### config.mk
export PLATFORM = sky130hd
export DESIGN_NAME = wb_serial_master_flat
export DESIGN_NICKNAME = d
export VERILOG_FILES = /design/src/rtl/wb_serial_pkg.sv /design/src/rtl/if_wb.sv /design/src/rtl/wb_serial_master.sv /design/src/flat_wrapper.sv
export SDC_FILE = /design/constraint.sdc
export NUM_CORES = 1
export LEC_CHECK = 0
export ABC_AREA = 0
export BUFFER_PORTS_ARGS = -buffer_cell sky130_fd_sc_hd__buf_2
export CORE_ASPECT_RATIO = 1.2
export CORE_MARGIN = 1.5
export CORE_UTILIZATION = 34
export CTS_CLUSTER_SIZE = 20
export DETAILED_ROUTE_END_ITERATION = 12
export GPL_ROUTABILITY_DRIVEN = 0
export PLACE_DENSITY_LB_ADDON = 0.25
export SLEW_MARGIN = 40
export SYNTH_ARGS = -nofsm -noshare
export SYNTH_HDL_FRONTEND = slang
export SYNTH_SLANG_ARGS = --single-unit
### constraint.sdc
create_clock -name clk_i -period 11.2 [get_ports clk_i]
set_input_delay 0.56 -clock clk_i [delete_from_list [all_inputs] [get_ports clk_i]]
set_output_delay 0.56 -clock clk_i [all_outputs]
set_load 0.02 [all_outputs]
### src/rtl/wb_serial_pkg.sv
// Shared constants and state encoding for the byte-stream-to-Wishbone debug bridge.
package wb_serial_pkg;

    localparam logic [7:0] OP_READ  = 8'h52;
    localparam logic [7:0] OP_WRITE = 8'h57;
    localparam logic [7:0] OP_PING  = 8'h50;

    localparam logic [7:0] RSP_ACK  = 8'h06;
    localparam logic [7:0] RSP_NAK  = 8'h15;

    typedef enum logic [2:0] {
        IDLE,
        ADDR,
        DATA,
        BUS,
        RESP_STAT,
        RESP_DATA
    } state_t;

endpackage

### src/rtl/if_wb.sv
// Single-word 32-bit Wishbone bus bundle shared by the bridge and its slave.
interface if_wb;

    logic        cyc;
    logic        stb;
    logic        we;
    logic [3:0]  sel;
    logic [31:0] adr;
    logic [31:0] dat_w;
    logic [31:0] dat_r;
    logic        ack;

    modport master (output cyc, stb, we, sel, adr, dat_w, input dat_r, ack);
    modport slave  (input cyc, stb, we, sel, adr, dat_w, output dat_r, ack);

endinterface

### src/rtl/wb_serial_master.sv
// Debug bridge: parses R/W/P byte commands from a UART, runs one Wishbone
// transaction per command and streams the status/read-data bytes back.
module wb_serial_master
    import wb_serial_pkg::*;
#(
    parameter int TIMEOUT      = 256,
    parameter int IDLE_TIMEOUT = 1000000
) (
    input  logic        clk_i,
    input  logic        rst_i,
    input  logic [7:0]  rx_data,
    input  logic        rx_valid,
    output logic        rx_ready,
    output logic [7:0]  tx_data,
    output logic        tx_valid,
    input  logic        tx_ready,
    if_wb.master        bus,
    output logic        busy,
    output logic        bus_err
);

    localparam int BUS_CW = $clog2(TIMEOUT);
    localparam int GAP_CW = $clog2(IDLE_TIMEOUT);

    state_t              state;
    state_t              state_next;
    logic [1:0]          byte_cnt;
    logic                is_read;
    logic                is_write;
    logic [31:0]         rd_data;
    logic [BUS_CW-1:0]   bus_cnt;
    logic [GAP_CW-1:0]   gap_cnt;

    logic rx_fire;
    logic tx_fire;
    logic last_byte;
    logic bus_expired;
    logic gap_expired;
    logic is_rw_op;

    assign rx_fire     = rx_valid & rx_ready;
    assign tx_fire     = tx_valid & tx_ready;
    assign last_byte   = (byte_cnt == 2'd3);
    assign bus_expired = (bus_cnt == BUS_CW'(TIMEOUT - 1));
    assign gap_expired = !rx_fire && (gap_cnt == GAP_CW'(IDLE_TIMEOUT - 1));
    assign is_rw_op    = (rx_data == OP_READ) || (rx_data == OP_WRITE);

    // NOTE: state_next gets a default before the case so no path through this
    // block leaves it unassigned; otherwise synthesis would infer a latch.
    always_comb begin
        state_next = state;
        case (state)
            IDLE: begin
                if (rx_fire) state_next = is_rw_op ? ADDR : RESP_STAT;
            end
            ADDR: begin
                if (rx_fire && last_byte) state_next = is_write ? DATA : BUS;
                else if (gap_expired)     state_next = IDLE;
            end
            DATA: begin
                if (rx_fire && last_byte) state_next = BUS;
                else if (gap_expired)     state_next = IDLE;
            end
            BUS: begin
                if (bus.ack || bus_expired) state_next = RESP_STAT;
            end
            RESP_STAT: begin
                if (tx_fire) state_next = (is_read && tx_data == RSP_ACK) ? RESP_DATA : IDLE;
            end
            RESP_DATA: begin
                if (tx_fire && last_byte) state_next = IDLE;
            end
            default: state_next = IDLE;
        endcase
    end

    // NOTE: every register here is written with <= so all of them update
    // together at the clock edge and read each other's previous values.
    always_ff @(posedge clk_i or posedge rst_i) begin
        if (rst_i) begin
            state     <= IDLE;
            rx_ready  <= 1'b1;
            tx_data   <= 8'h00;
            tx_valid  <= 1'b0;
            busy      <= 1'b0;
            bus_err   <= 1'b0;
            bus.cyc   <= 1'b0;
            bus.stb   <= 1'b0;
            bus.we    <= 1'b0;
            bus.sel   <= 4'h0;
            bus.adr   <= 32'h0;
            bus.dat_w <= 32'h0;
            byte_cnt  <= 2'd0;
            is_read   <= 1'b0;
            is_write  <= 1'b0;
            rd_data   <= 32'h0;
            bus_cnt   <= '0;
            gap_cnt   <= '0;
        end else begin
            state    <= state_next;
            busy     <= (state_next != IDLE);
            rx_ready <= (state_next inside {IDLE, ADDR, DATA});
            bus_err  <= 1'b0;

            case (state)
                IDLE: begin
                    if (rx_fire) begin
                        is_read  <= (rx_data == OP_READ);
                        is_write <= (rx_data == OP_WRITE);
                        byte_cnt <= 2'd0;
                        gap_cnt  <= '0;
                        if (!is_rw_op) begin
                            tx_data  <= (rx_data == OP_PING) ? RSP_ACK : RSP_NAK;
                            tx_valid <= 1'b1;
                        end
                    end
                end
                ADDR, DATA: begin
                    if (rx_fire) begin
                        byte_cnt <= byte_cnt + 2'd1;
                        gap_cnt  <= '0;
                        if (state == ADDR) bus.adr   <= {bus.adr[23:0], rx_data};
                        else               bus.dat_w <= {bus.dat_w[23:0], rx_data};
                    end else begin
                        gap_cnt <= gap_cnt + GAP_CW'(1);
                    end
                end
                BUS: begin
                    // ack takes priority over a timeout landing in the same cycle
                    if (bus.ack || bus_expired) begin
                        bus.cyc  <= 1'b0;
                        bus.stb  <= 1'b0;
                        bus.we   <= 1'b0;
                        bus.sel  <= 4'h0;
                        tx_valid <= 1'b1;
                        if (bus.ack) begin
                            rd_data <= bus.dat_r;
                            tx_data <= RSP_ACK;
                        end else begin
                            bus_err <= 1'b1;
                            tx_data <= RSP_NAK;
                        end
                    end else begin
                        bus_cnt <= bus_cnt + BUS_CW'(1);
                    end
                end
                RESP_STAT: begin
                    if (tx_fire) begin
                        if (is_read && tx_data == RSP_ACK) begin
                            tx_data  <= rd_data[31:24];
                            rd_data  <= {rd_data[23:0], 8'h00};
                            byte_cnt <= 2'd0;
                        end else begin
                            tx_valid <= 1'b0;
                        end
                    end
                end
                RESP_DATA: begin
                    if (tx_fire) begin
                        byte_cnt <= byte_cnt + 2'd1;
                        if (last_byte) begin
                            tx_valid <= 1'b0;
                        end else begin
                            tx_data <= rd_data[31:24];
                            rd_data <= {rd_data[23:0], 8'h00};
                        end
                    end
                end
                default: ;
            endcase

            if (state_next == BUS && state != BUS) begin
                bus.cyc <= 1'b1;
                bus.stb <= 1'b1;
                bus.sel <= 4'hf;
                bus.we  <= is_write;
                bus_cnt <= '0;
            end
        end
    end

endmodule

### src/flat_wrapper.sv
// flat-port wrapper written by rule: the top's interface ports become plain ports
module wb_serial_master_flat import wb_serial_pkg::*;
#(
    parameter int TIMEOUT      = 256,
    parameter int IDLE_TIMEOUT = 1000000
)
  (clk_i, rst_i, rx_data, rx_valid, rx_ready, tx_data, tx_valid, tx_ready, busy, bus_err, bus_cyc, bus_stb, bus_we, bus_sel, bus_adr, bus_dat_w, bus_dat_r, bus_ack);
  if_wb bus_i ();
  input  logic clk_i;
  input  logic rst_i;
  input  logic [7:0] rx_data;
  input  logic rx_valid;
  output logic rx_ready;
  output logic [7:0] tx_data;
  output logic tx_valid;
  input  logic tx_ready;
  output logic busy;
  output logic bus_err;
  output wire logic [$bits(bus_i.cyc)-1:0] bus_cyc;
  output wire logic [$bits(bus_i.stb)-1:0] bus_stb;
  output wire logic [$bits(bus_i.we)-1:0] bus_we;
  output wire logic [$bits(bus_i.sel)-1:0] bus_sel;
  output wire logic [$bits(bus_i.adr)-1:0] bus_adr;
  output wire logic [$bits(bus_i.dat_w)-1:0] bus_dat_w;
  input wire logic [$bits(bus_i.dat_r)-1:0] bus_dat_r;
  input wire logic [$bits(bus_i.ack)-1:0] bus_ack;
  assign bus_cyc = bus_i.cyc;
  assign bus_stb = bus_i.stb;
  assign bus_we = bus_i.we;
  assign bus_sel = bus_i.sel;
  assign bus_adr = bus_i.adr;
  assign bus_dat_w = bus_i.dat_w;
  assign bus_i.dat_r = bus_dat_r;
  assign bus_i.ack = bus_ack;
  wb_serial_master #(.TIMEOUT(TIMEOUT), .IDLE_TIMEOUT(IDLE_TIMEOUT)) u_core (.clk_i(clk_i), .rst_i(rst_i), .rx_data(rx_data), .rx_valid(rx_valid), .rx_ready(rx_ready), .tx_data(tx_data), .tx_valid(tx_valid), .tx_ready(tx_ready), .bus(bus_i), .busy(busy), .bus_err(bus_err));
endmodule
-- Yosys cells after proc, flatten, opt, wreduce, memory -nomap -nowiden
Index checks and enable logic that the tools add are counted.
- add/sub/neg operators: 3
- equal/unequal tests: 28
- multiplexer cells: 58
- bitwise gates (word level): 3
- reductions and logical operators: 29
- operator list (kind ; number):
    $mux 32 ; 6
    $pmux 32 s3 ; 1
    $mux 8 ; 10
    $mux 20 ; 2
    $pmux 20 s2 ; 1
    $pmux 8 s4 ; 1
    $mux 3 ; 9
    $eq 8x7->1 const B ; 3
    $add 20x1->20 const B ; 1
    $eq 20x20->1 const B ; 1
    $pmux 3 s6 ; 1
    $reduce_and 8->1 ; 2
    $mux 1 ; 15
    $ne 2x1->1 const B ; 7
    $eq 3x2->1 const B ; 4
    $mux 4 ; 3
    $mux 2 ; 5
    $mux 5 ; 2
    $ne 2x2->1 const B ; 5
    $reduce_bool 3->1 ; 3
    $add 8x1->8 const B ; 1
    $eq 8x3->1 const B ; 1
    $eq 8x8->1 const B ; 1
    $pmux 2 s4 ; 1
    other kinds (19) ; 35
- register bits: 149

-- Longest topological paths before layout
Gate-level depths: netlist of run 1.
- word-level depth: 10
- gate-level depth with buffers: 8
- depth with buffers taken out: 7

-- Least setup slack after synthesis of run 1
Ideal clock, no wire load.
- kind: input port to flip-flop
- from: input port rx_valid
- to: register u_core.bus.we
- setup time: 79 ps
- data arrival time: 2070 ps
- path slack: 9051 ps
- stages on the path: 7
- buffers on the path: 1
- path through: and2_1 buf_6 a311o_1 o211ai_1 nor4_4 nor3_4 mux2i_1
- cells in the longest elaborated chain, start to end: 10
- elaborated cells between the ends (all ways): 15
- classes of those cells: eq/ne (1); mux (6); bitwise (1); reduce/logical (7)
- RTL lines (what ; line ; text):
    from (decl) ; flat_wrapper.sv:12 ; input logic rx_valid;
    $and 1x1->1 (*) ; wb_serial_master.sv:41 ; assign rx_fire = rx_valid & rx_ready;
    $logic_not 1->1 ; wb_serial_master.sv:45 ; assign gap_expired = !rx_fire && (gap_cnt == GAP_CW'(IDLE_TIMEOUT - 1));
    $logic_and 1x1->1 ; wb_serial_master.sv:45 ;
    $mux 3 ; wb_serial_master.sv:58, wb_serial_master.sv:62 ;
    $mux 3 (on tied branches) ; wb_serial_master.sv:61, wb_serial_master.sv:57 ;
    $pmux 3 s6 (*) ; wb_serial_master.sv:52 ; case (state)
    $eq 3x2->1 (*) ; wb_serial_master.sv:172 ; if (state_next == BUS && state != BUS) begin
    $logic_and 1x1->1 (*) ; wb_serial_master.sv:172 ;
    $reduce_bool 2->1 (no line) ; - ;
    $reduce_and 2->1 (no line) ; - ;
    to (signal assigned) ; wb_serial_master.sv:176 ; bus.we <= is_write;
    to (decl) ; if_wb.sv:13 ; modport master (output cyc, stb, we, sel, adr, dat_w, input dat_r, ack);
Every way passes the cells marked *; elsewhere a longest branch is shown, timed or not.
A chain may end at the register's enable or synchronous reset.

-- Final worst setup path of run 1
- from: register u_core.state[2]
- to: register u_core.bus.we
- cells in the longest elaborated chain, start to end: 7
- elaborated cells between the ends (all ways): 21
- classes of those cells: eq/ne (7); mux (9); reduce/logical (5)
- RTL lines (what ; line ; text):
    from (decl) ; wb_serial_master.sv:25 ; state_t state;
    from (signal assigned) ; wb_serial_master.sv:100 ; state <= state_next;
    $mux 3 ; wb_serial_master.sv:58, wb_serial_master.sv:62 ;
    $mux 3 (on tied branches) ; wb_serial_master.sv:61, wb_serial_master.sv:57 ;
    $pmux 3 s6 ; wb_serial_master.sv:52 ;
    $eq 3x2->1 ; wb_serial_master.sv:172 ;
    $logic_and 1x1->1 ; wb_serial_master.sv:172 ;
    $reduce_bool 2->1 (no line) ; - ;
    $reduce_and 2->1 (no line) ; - ;
Parallel ways exist; a longest one is shown, timed or not.

==> reports/metrics.cfg, run 1 <==
[yosys]
synth_top_cells_by_count = 144 x dfrtp_1, 82 x nand2_1, 64 x mux2_2
yosysTopAreaCellShare = 0.560
seq_area_frac_synth = 0.564
synth_cells = 561
synth_area_leaders = dfrtp_1 56%, mux2_2 11%, nand2_1 4.8%, mux2i_1 4.0%, o21ai_0 4.0%
ys_async_sr_fraction = 1.00
synth_seq_cells = 145
yosysTopAreaCell = dfrtp_1
synth.most_common_cell = dfrtp_1
syn-num-nets = 609
synth-edff-count = 0
avgSynthCellArea_um2 = 11.5
ys_warn_count = 0
synth_cell_types = 61
synth_flop_cell = dfrtp_1
syn-cell-area_um2 = 6440

[routing]
drc = 0
wl_per_cell_um = 14.8
first_pass_iters = 6
routed_wl_um = 14000
first_iter_violations = 164
vias = 4527
viasPerCell = 4.79
ant_nets = 0

[worst_setup_path]
r2r_start = u_core.state[2]$_DFF_PP0_
reg2reg_to = u_core.bus.we$_DFFE_PP0P_
critical_path_depth = 5
worstPathRequired_ns = 11.54
worstPathArrival_ns = 2.90
rrSetupSlack_ns = 8.65
startpoint_type = flip-flop
cp_top_family = simple AND/OR/NAND/NOR gates
crit_type = flip-flop to flip-flop
worstRegToRegCells = 5
cp_cell_sequence = nand2b_4 -> o41ai_1 -> nor4_4 -> nor3_4 -> mux2i_1
crit_end = u_core.bus.we$_DFFE_PP0P_
worstSetupStartpoint = u_core.state[2]$_DFF_PP0_
endpoint_kind = flip-flop
critical_path.max_stage_delay_ns = 0.70
critPathBufInv = 0
crit_slowest_cell = o41ai_1
crit_path_max_fanout = 38

[cts]
cts_buffer_depth = 2
numCtsBuffers = 17
cts_root_buf = clkbuf_16
cts_setup_buffers = 0
cts.sinks = 145
insertion_delay_ns = 0.43
cts_hold_buffers = 0
path_clk_slew_ns = 0.06
ctsResizeCount = 0
htreeDepth = 4
tritoncts = done

[die]
die_area_um2 = 19800
die_y_um = 154
io_pins = 128
dieWidth_um = 129
initial_core_util = 0.350
rows = 54
core_area_um2 = 18400

[hold_path]
worstHoldPathType = input port to asynchronous set/reset pin

[placed_design]
post-dp-hpwl_um = 10000
preCtsSetupSlack_ns = 8.63
numPortBuffers = 127
placed_cells = 915

[sta]
fmax_ghz = 0.392
final-max-slew-violation-count = 0
setup-tns-final_ns = 0
worst_pin_slew_ns = 0.806
finalCriticalPeriod_ns = 2.55
setup_violations = 0
slew_headroom = 0.462
hold_viol_final = 0
fin_skew_ns = 0.00913
finalCritPeriodShare = 0.228
rsz0062_at_grt = false
fin_ws_ns = 8.65

[layout]
regArea_um2 = 3630
fin_cells = 946
num-fill-cells = 1831
drive_gt1_frac = 0.354
syn2layout_area_growth_pct = 22.9
n_antenna_cell = 0
nNetsFinal = 730
multiInputGateArea_um2 = 2640

[pwr]
p_total_w = 0.00199
leakage_nw = 3.90
power_density_nw_per_um2 = 252
ir_drop_mv = 0.123

[global_route]
grtUsageTotal = 0.153
grt_pass1_wl_um = 23700
antenna_found_initial = 0
gr-total-overflow = 0
grt_pass1_vias = 4637
grt_max_degree = 77

[outcome]
run_status = complete, no violations

[job]
maxCapViolations = 0

cell usage in the layout (no fill, tap or decap), types with 7 or more instances in the layout:
master	count
dfrtp_1	144
buf_2	127
nand2_1	82
mux2_2	64
o21ai_0	51
nor2_1	31
mux2i_1	26
xor2_1	19
clkbuf_16	17
nand3_1	12
nor3_1	9
nand4_1	8
a21oi_1	7
stage by stage:
| stage | cell area, um2 | hold WS [ns] | utilization |
|---|---|---|---|
| detailed placement | 7310 | 0.470 | 0.398 |
| CTS | 7910 | 0.252 | 0.430 |
| finish | 7910 | 0.220 | 0.430 |
| global route | 7910 | 0.269 | 0.430 |
| floorplan | 6440 | 0.441 | - |
| global placement | 7260 | 0.461 | 0.395 |
worst min path at each step:
stage                                              from                                to  depth (start not counted)
after global placement    u_core.rd_data[7]$_DFFE_PP0P_     u_core.rd_data[7]$_DFFE_PP0P_                          2
final                                             rst_i  u_core.bus.dat_w[18]$_DFFE_PP0P_                          2
after floorplan              u_core.is_read$_DFFE_PP0P_        u_core.is_read$_DFFE_PP0P_                          2
after CTS                                         rst_i  u_core.bus.dat_w[18]$_DFFE_PP0P_                          2
after global routing                              rst_i  u_core.bus.dat_w[18]$_DFFE_PP0P_                          2
after detailed placement  u_core.rd_data[7]$_DFFE_PP0P_     u_core.rd_data[7]$_DFFE_PP0P_                          2
sequential cells by signal, summed over array words and instances (netlist names), 2 cells and up:
signal / cells
u_core.tx_data: 8
u_core.gap_cnt: 20
u_core.bus_cnt: 8
u_core.bus.dat_w: 32
u_core.byte_cnt: 2
u_core.bus.adr: 32
u_core.rd_data: 32
u_core.state: 3
cell families (layout without fill, tap and decap cells):
logic type	count (synthesis)	count (layout)	synth area share
XOR/XNOR	24	24	0.0326
AND/OR/NAND/NOR	181	181	0.143
AO/OA/AOI/OAI	81	81	0.0723
buffers and inverters	37	170	0.0299
multiplexers	90	90	0.152
flip-flops	145	145	0.564
adder cells (fa/ha/maj)	3	3	0.00583
where the power goes:
part	leakage (nW)	internal [W]	switching, W	total [W]
clock network	0.286	0.000356	0.000222	0.000577
registers	1.90	0.000674	0.000112	0.000786
logic	1.72	0.000255	0.000375	0.000630
total	3.90	0.00128	0.000709	0.00199
layout make-up:
cell class	count	share of cell area
Sequential cell	145	0.459
Multi-Input combinational cell	379	0.334
Timing Repair Buffer	132	0.0875
Inverter	7	0.00395
Tap cell	252	0.0399
Clock buffer	19	0.0560
Clock inverter	12	0.0199
metal layers:
metal	routed length (um)	part of all wire	track usage	up-vias
li1	-	-	-	2194
met1	6030	0.43	0.186	2228
met2	7100	0.51	0.256	90
met3	722	0.051	0.0508	15
met4	181	0.013	0.0514	0
met5	0	0	0	-
(Power assumes the default switching activity.)
==> run 2: changes to the inputs <==
Clock period 11.2 ns to 2.6 ns, I/O delays scaled along.
==> run 2 against run 1 <==
Critical endpoint is now u_core.busy$_DFF_PP0_; die area unchanged; core utilization up 1.5 points; sequential power rose to 4.3 times the previous value; largest cell class unchanged; cell count grew 3.3%; sequential share of layout area is 1.5 points lower; combinational power grew to 4.4 times the previous value; global-route usage hardly changed; critical path depth grew 1; via count grew 3.0%.
==> reports/metrics.cfg, run 2 (synthesized netlist as in run 1, its figures left out) <==
[hold_path]
worstHoldPathType = input port to flip-flop
min_path_cells = 3
holdPathEnd = u_core.rd_data[29]$_DFFE_PP0P_
worstHoldStart = bus_dat_r[29]

[worst_setup_path]
worstRegToRegCells = 6
crit_type = flip-flop to flip-flop
worstPathArrival_ns = 2.59
crit_path_max_fanout = 7
rrSetupSlack_ns = 0.30
reg2reg_to = u_core.busy$_DFF_PP0_
endpoint_kind = flip-flop
r2r_start = u_core.gap_cnt[8]$_DFFE_PP0P_
startpoint_type = flip-flop
worstPathRequired_ns = 2.89

[die]
rows = 54
initial_core_util = 0.350
io_pins = 128
dieWidth_um = 129
die_area_um2 = 19800
die_y_um = 154
core_area_um2 = 18400

[global_route]
grt_pass1_vias = 4789
grt_pass1_wl_um = 23800
grt_max_degree = 65
gr-total-overflow = 0
antenna_found_initial = 1
grtUsageTotal = 0.153

[routing]
first_pass_iters = 4
viasPerCell = 4.77
wl_per_cell_um = 14.8
drc = 0
ant_nets = 0
first_iter_violations = 118
vias = 4665
routed_wl_um = 14400

[cts]
tritoncts = done
cts_setup_buffers = 0
cts.sinks = 145
insertion_delay_ns = 0.42
cts_buffer_depth = 2
cts_root_buf = clkbuf_16
path_clk_slew_ns = 0.06
numCtsBuffers = 17
htreeDepth = 4

[sta]
finalCriticalPeriod_ns = 2.30
worst_pin_slew_ns = 0.608
rsz0062_at_grt = false
setup-tns-final_ns = 0
fin_ws_ns = 0.297
final-max-slew-violation-count = 0
finalCritPeriodShare = 0.886
fin_skew_ns = 0.00844
setup_violations = 0
fmax_ghz = 0.434
slew_headroom = 0.591
hold_viol_final = 0

[layout]
num-fill-cells = 1804
drive_gt1_frac = 0.352
mostFrequentLayoutCell = dfrtp_1
multiInputGateArea_um2 = 2630
regArea_um2 = 3630
final_cell_mix = 144 x dfrtp_1, 127 x buf_2, 82 x nand2_1
nNetsFinal = 759
syn2layout_area_growth_pct = 27.0
top_regs = u_core.bus.adr: 32 flops, u_core.bus.dat_w: 32 flops, u_core.rd_data: 32 flops

[placed_design]
preCtsSetupSlack_ns = 0.320
post-dp-hpwl_um = 10300
numPortBuffers = 127

[pwr]
ir_drop_mv = 0.511
leakage_nw = 4.03
power_density_nw_per_um2 = 1050

[outcome]
run_status = complete, no violations

[job]
maxCapViolations = 0

==> run 2: timing repair <==
action / in CTS / in global routing
resized for setup: 0 / 0
endpoints found under the hold margin: 34 / 0
hold buffers: 21 / 0
==> run 2: worst max-delay path by stage <==
stage | start | endpoint | slack [ns] | depth (start not counted)
global placement | u_core.gap_cnt[8]$_DFFE_PP0P_ | u_core.busy$_DFF_PP0_ | 0.33 | 6
finish | u_core.gap_cnt[8]$_DFFE_PP0P_ | u_core.busy$_DFF_PP0_ | 0.30 | 6
CTS | u_core.gap_cnt[8]$_DFFE_PP0P_ | u_core.busy$_DFF_PP0_ | 0.29 | 6
floorplan | u_core.gap_cnt[8]$_DFFE_PP0P_ | u_core.busy$_DFF_PP0_ | 0.46 | 6
global route | u_core.gap_cnt[8]$_DFFE_PP0P_ | u_core.busy$_DFF_PP0_ | 0.18 | 6
detailed placement | u_core.gap_cnt[8]$_DFFE_PP0P_ | u_core.busy$_DFF_PP0_ | 0.32 | 6
==> run 2: cell type report <==
| type | count | area share |
|---|---|---|
| Tap cell | 252 | 0.0386 |
| Sequential cell | 145 | 0.444 |
| Clock inverter | 12 | 0.0161 |
| Inverter | 7 | 0.00367 |
| Timing Repair Buffer | 161 | 0.118 |
| Antenna cell | 1 | 0.000306 |
| Multi-Input combinational cell | 379 | 0.322 |
| Clock buffer | 20 | 0.0571 |
==> run 2: metrics by stage <==
step / total power [W] / instance area, um2 / hold slack [ns] / util / std cells
CTS: 0.00869 / 8170 / 0.000728 / 0.445 / 976
floorplan: 0.00539 / 6440 / 0.225 / - / 561
global placement: 0.00610 / 7360 / 0.126 / 0.401 / 923
global route: 0.00912 / 8180 / 0.0187 / 0.445 / 976
detailed placement: 0.00621 / 7360 / 0.125 / 0.401 / 923
finish: 0.00857 / 8180 / 0.0116 / 0.445 / 977
==> run 2: critical path: stages, from the launching register on <==
cell and delay, ns:
dfrtp_1 0.45, or4b_4 0.56, nor4_4 0.29, nor2_2 0.10
nor4_4 0.36, inv_2 0.08, or3_1 0.35
==> run 2: where the power goes <==
| group | internal [W] | leakage, nW | switching [W] | total (W) |
|---|---|---|---|---|
| Sequential | 0.00290 | 1.90 | 0.000479 | 0.00338 |
| Clock | 0.00149 | 0.284 | 0.000941 | 0.00243 |
| Combinational | 0.00114 | 1.84 | 0.00161 | 0.00276 |
==> run 2: per-layer routing <==
layer  track usage  share of wire  up-vias
li1              -              -     2268
met1         0.180           0.42     2282
met2         0.260           0.50       91
met3        0.0491          0.052       24
met4        0.0605          0.023        0
met5             0              0        -
==> run 3: changes to the inputs <==
Settings changed: CELL_PAD_IN_SITES_DETAIL_PLACEMENT from default to 1, CELL_PAD_IN_SITES_GLOBAL_PLACEMENT from default to 2.
==> run 3 against run 2 <==
Count of clock-buffer cells in the layout fell by 1; core utilization up 0.86 points; setup slack worse by 0.021 ns; first-iteration DRC count is 33% higher; sequential share of layout area is 0.84 points lower; total power grew 3.1%; critical path depth did not move; critical path type unchanged; critical endpoint unchanged; largest cell class unchanged.
==> reports/metrics.cfg, run 3 (synthesized netlist as in run 1, its figures left out) <==
[cts]
cts_setup_buffers = 0
cts_root_buf = clkbuf_16
tritoncts = done
cts.sinks = 145
ctsResizeCount = 0
htreeDepth = 4
cts_buffer_depth = 2
path_clk_slew_ns = 0.06
insertion_delay_ns = 0.43
numCtsBuffers = 17
cts_hold_buffers = 32

[pwr]
leakage_nw = 4.11
p_total_w = 0.00883
power_density_nw_per_um2 = 1060
ir_drop_mv = 0.517

[worst_setup_path]
crit_type = flip-flop to flip-flop
reg2reg_to = u_core.busy$_DFF_PP0_
worstRegToRegCells = 6
r2r_start = u_core.gap_cnt[8]$_DFFE_PP0P_
crit_path_max_fanout = 7
rrSetupSlack_ns = 0.28
startpoint_type = flip-flop
worstPathRequired_ns = 2.90
endpoint_kind = flip-flop
worstPathArrival_ns = 2.62

[sta]
fin_ws_ns = 0.276
setup-tns-final_ns = 0
worst_pin_slew_ns = 0.547
fmax_ghz = 0.430
slew_headroom = 0.631
fin_skew_ns = 0.00957
setup_violations = 0
finalCriticalPeriod_ns = 2.32
finalCritPeriodShare = 0.894
final-max-slew-violation-count = 0
rsz0062_at_grt = false
hold_slack_ns = 0.0165
hold_viol_final = 0

[placed_design]
post-dp-hpwl_um = 10900
preCtsSetupSlack_ns = 0.295
numPortBuffers = 127

[die]
core_area_um2 = 18400
rows = 54
die_area_um2 = 19800
die_y_um = 154
io_pins = 128
initial_core_util = 0.350
dieWidth_um = 129

[routing]
first_pass_iters = 4
routed_wl_um = 15700
vias = 4726
ant_nets = 0
drc = 0
viasPerCell = 4.79
wl_per_cell_um = 15.9
first_iter_violations = 157

[hold_path]
holdPathEnd = u_core.rd_data[26]$_DFFE_PP0P_
min_path_cells = 3
worstHoldPathType = input port to flip-flop
worstHoldStart = bus_dat_r[26]

[layout]
syn2layout_area_growth_pct = 29.5
drive_gt1_frac = 0.347
top_regs = u_core.bus.adr: 32 flops, u_core.bus.dat_w: 32 flops, u_core.rd_data: 32 flops
nNetsFinal = 770
n_antenna_cell = 0
final_cell_mix = 144 x dfrtp_1, 127 x buf_2, 82 x nand2_1
mostFrequentLayoutCell = dfrtp_1

[global_route]
grt_max_degree = 136
grtUsageTotal = 0.169
gr-total-overflow = 0
antenna_found_initial = 0
grt_pass1_wl_um = 25800
grt_pass1_vias = 5087

[outcome]
run_status = complete, no violations

[job]
maxCapViolations = 0

run 3: cell types whose count changed in the layout (fill, tap and decap cells not counted), moves of 3 or more:
cell           delta
inv_6             +3
inv_8             +4
clkinv_2          -3
dlygate4sd3_1    +11
clkinvlp_4        -4
run 3: how the worst max path moves through the flow:
stage / from / end / slack (ns) / depth (start not counted)
floorplan: u_core.gap_cnt[8]$_DFFE_PP0P_ / u_core.busy$_DFF_PP0_ / 0.46 / 6
global route: u_core.state[0]$_DFF_PP0_ / u_core.bus.we$_DFFE_PP0P_ / 0.10 / 6
finish: u_core.gap_cnt[8]$_DFFE_PP0P_ / u_core.busy$_DFF_PP0_ / 0.28 / 6
CTS: rx_data[3] / u_core.tx_data[4]$_DFFE_PP0P_ / 0.21 / 7
detailed placement: u_core.gap_cnt[8]$_DFFE_PP0P_ / u_core.busy$_DFF_PP0_ / 0.30 / 6
global placement: u_core.gap_cnt[8]$_DFFE_PP0P_ / u_core.busy$_DFF_PP0_ / 0.32 / 6
run 3: layout make-up:
| class | count | area (um2) |
|---|---|---|
| Fill cell | 2065 | 10000 |
| Sequential cell | 145 | 3630 |
| Multi-Input combinational cell | 379 | 2630 |
| Timing Repair Buffer | 172 | 1090 |
| Clock buffer | 19 | 453 |
| Tap cell | 252 | 315 |
| Clock inverter | 13 | 188 |
| Inverter | 7 | 30.0 |
run 3: stage by stage:
stage / area [um2] / util / cells
after floorplan: 6440 / - / 561
after global placement: 7340 / 0.400 / 922
after detailed placement: 7340 / 0.400 / 922
after CTS: 8300 / 0.452 / 986
after global routing: 8340 / 0.454 / 987
final: 8340 / 0.454 / 987
run 3: critical path: stages (launching register included):
cell     delay (ns)
dfrtp_1        0.45
or4b_4         0.56
nor4_4         0.30
nor2_2         0.10
nor4_4         0.36
inv_2          0.07
or3_1          0.35
run 3: metal layers:
layer,part of all wire,routed length [um],up-vias,GRT usage
met5,0,0,-,0
met1,0.41,6450,2326,0.191
met3,0.045,704,29,0.0470
li1,-,-,2280,-
met4,0.025,397,0,0.0776
met2,0.52,8130,91,0.293
run 3: where the power goes:
group	leakage, nW	total [W]	switching, W	internal [W]
sequential	1.90	0.00337	0.000469	0.00290
combinational	1.89	0.00282	0.00166	0.00116
clock	0.317	0.00264	0.00104	0.00160
total	4.11	0.00883	0.00317	0.00566
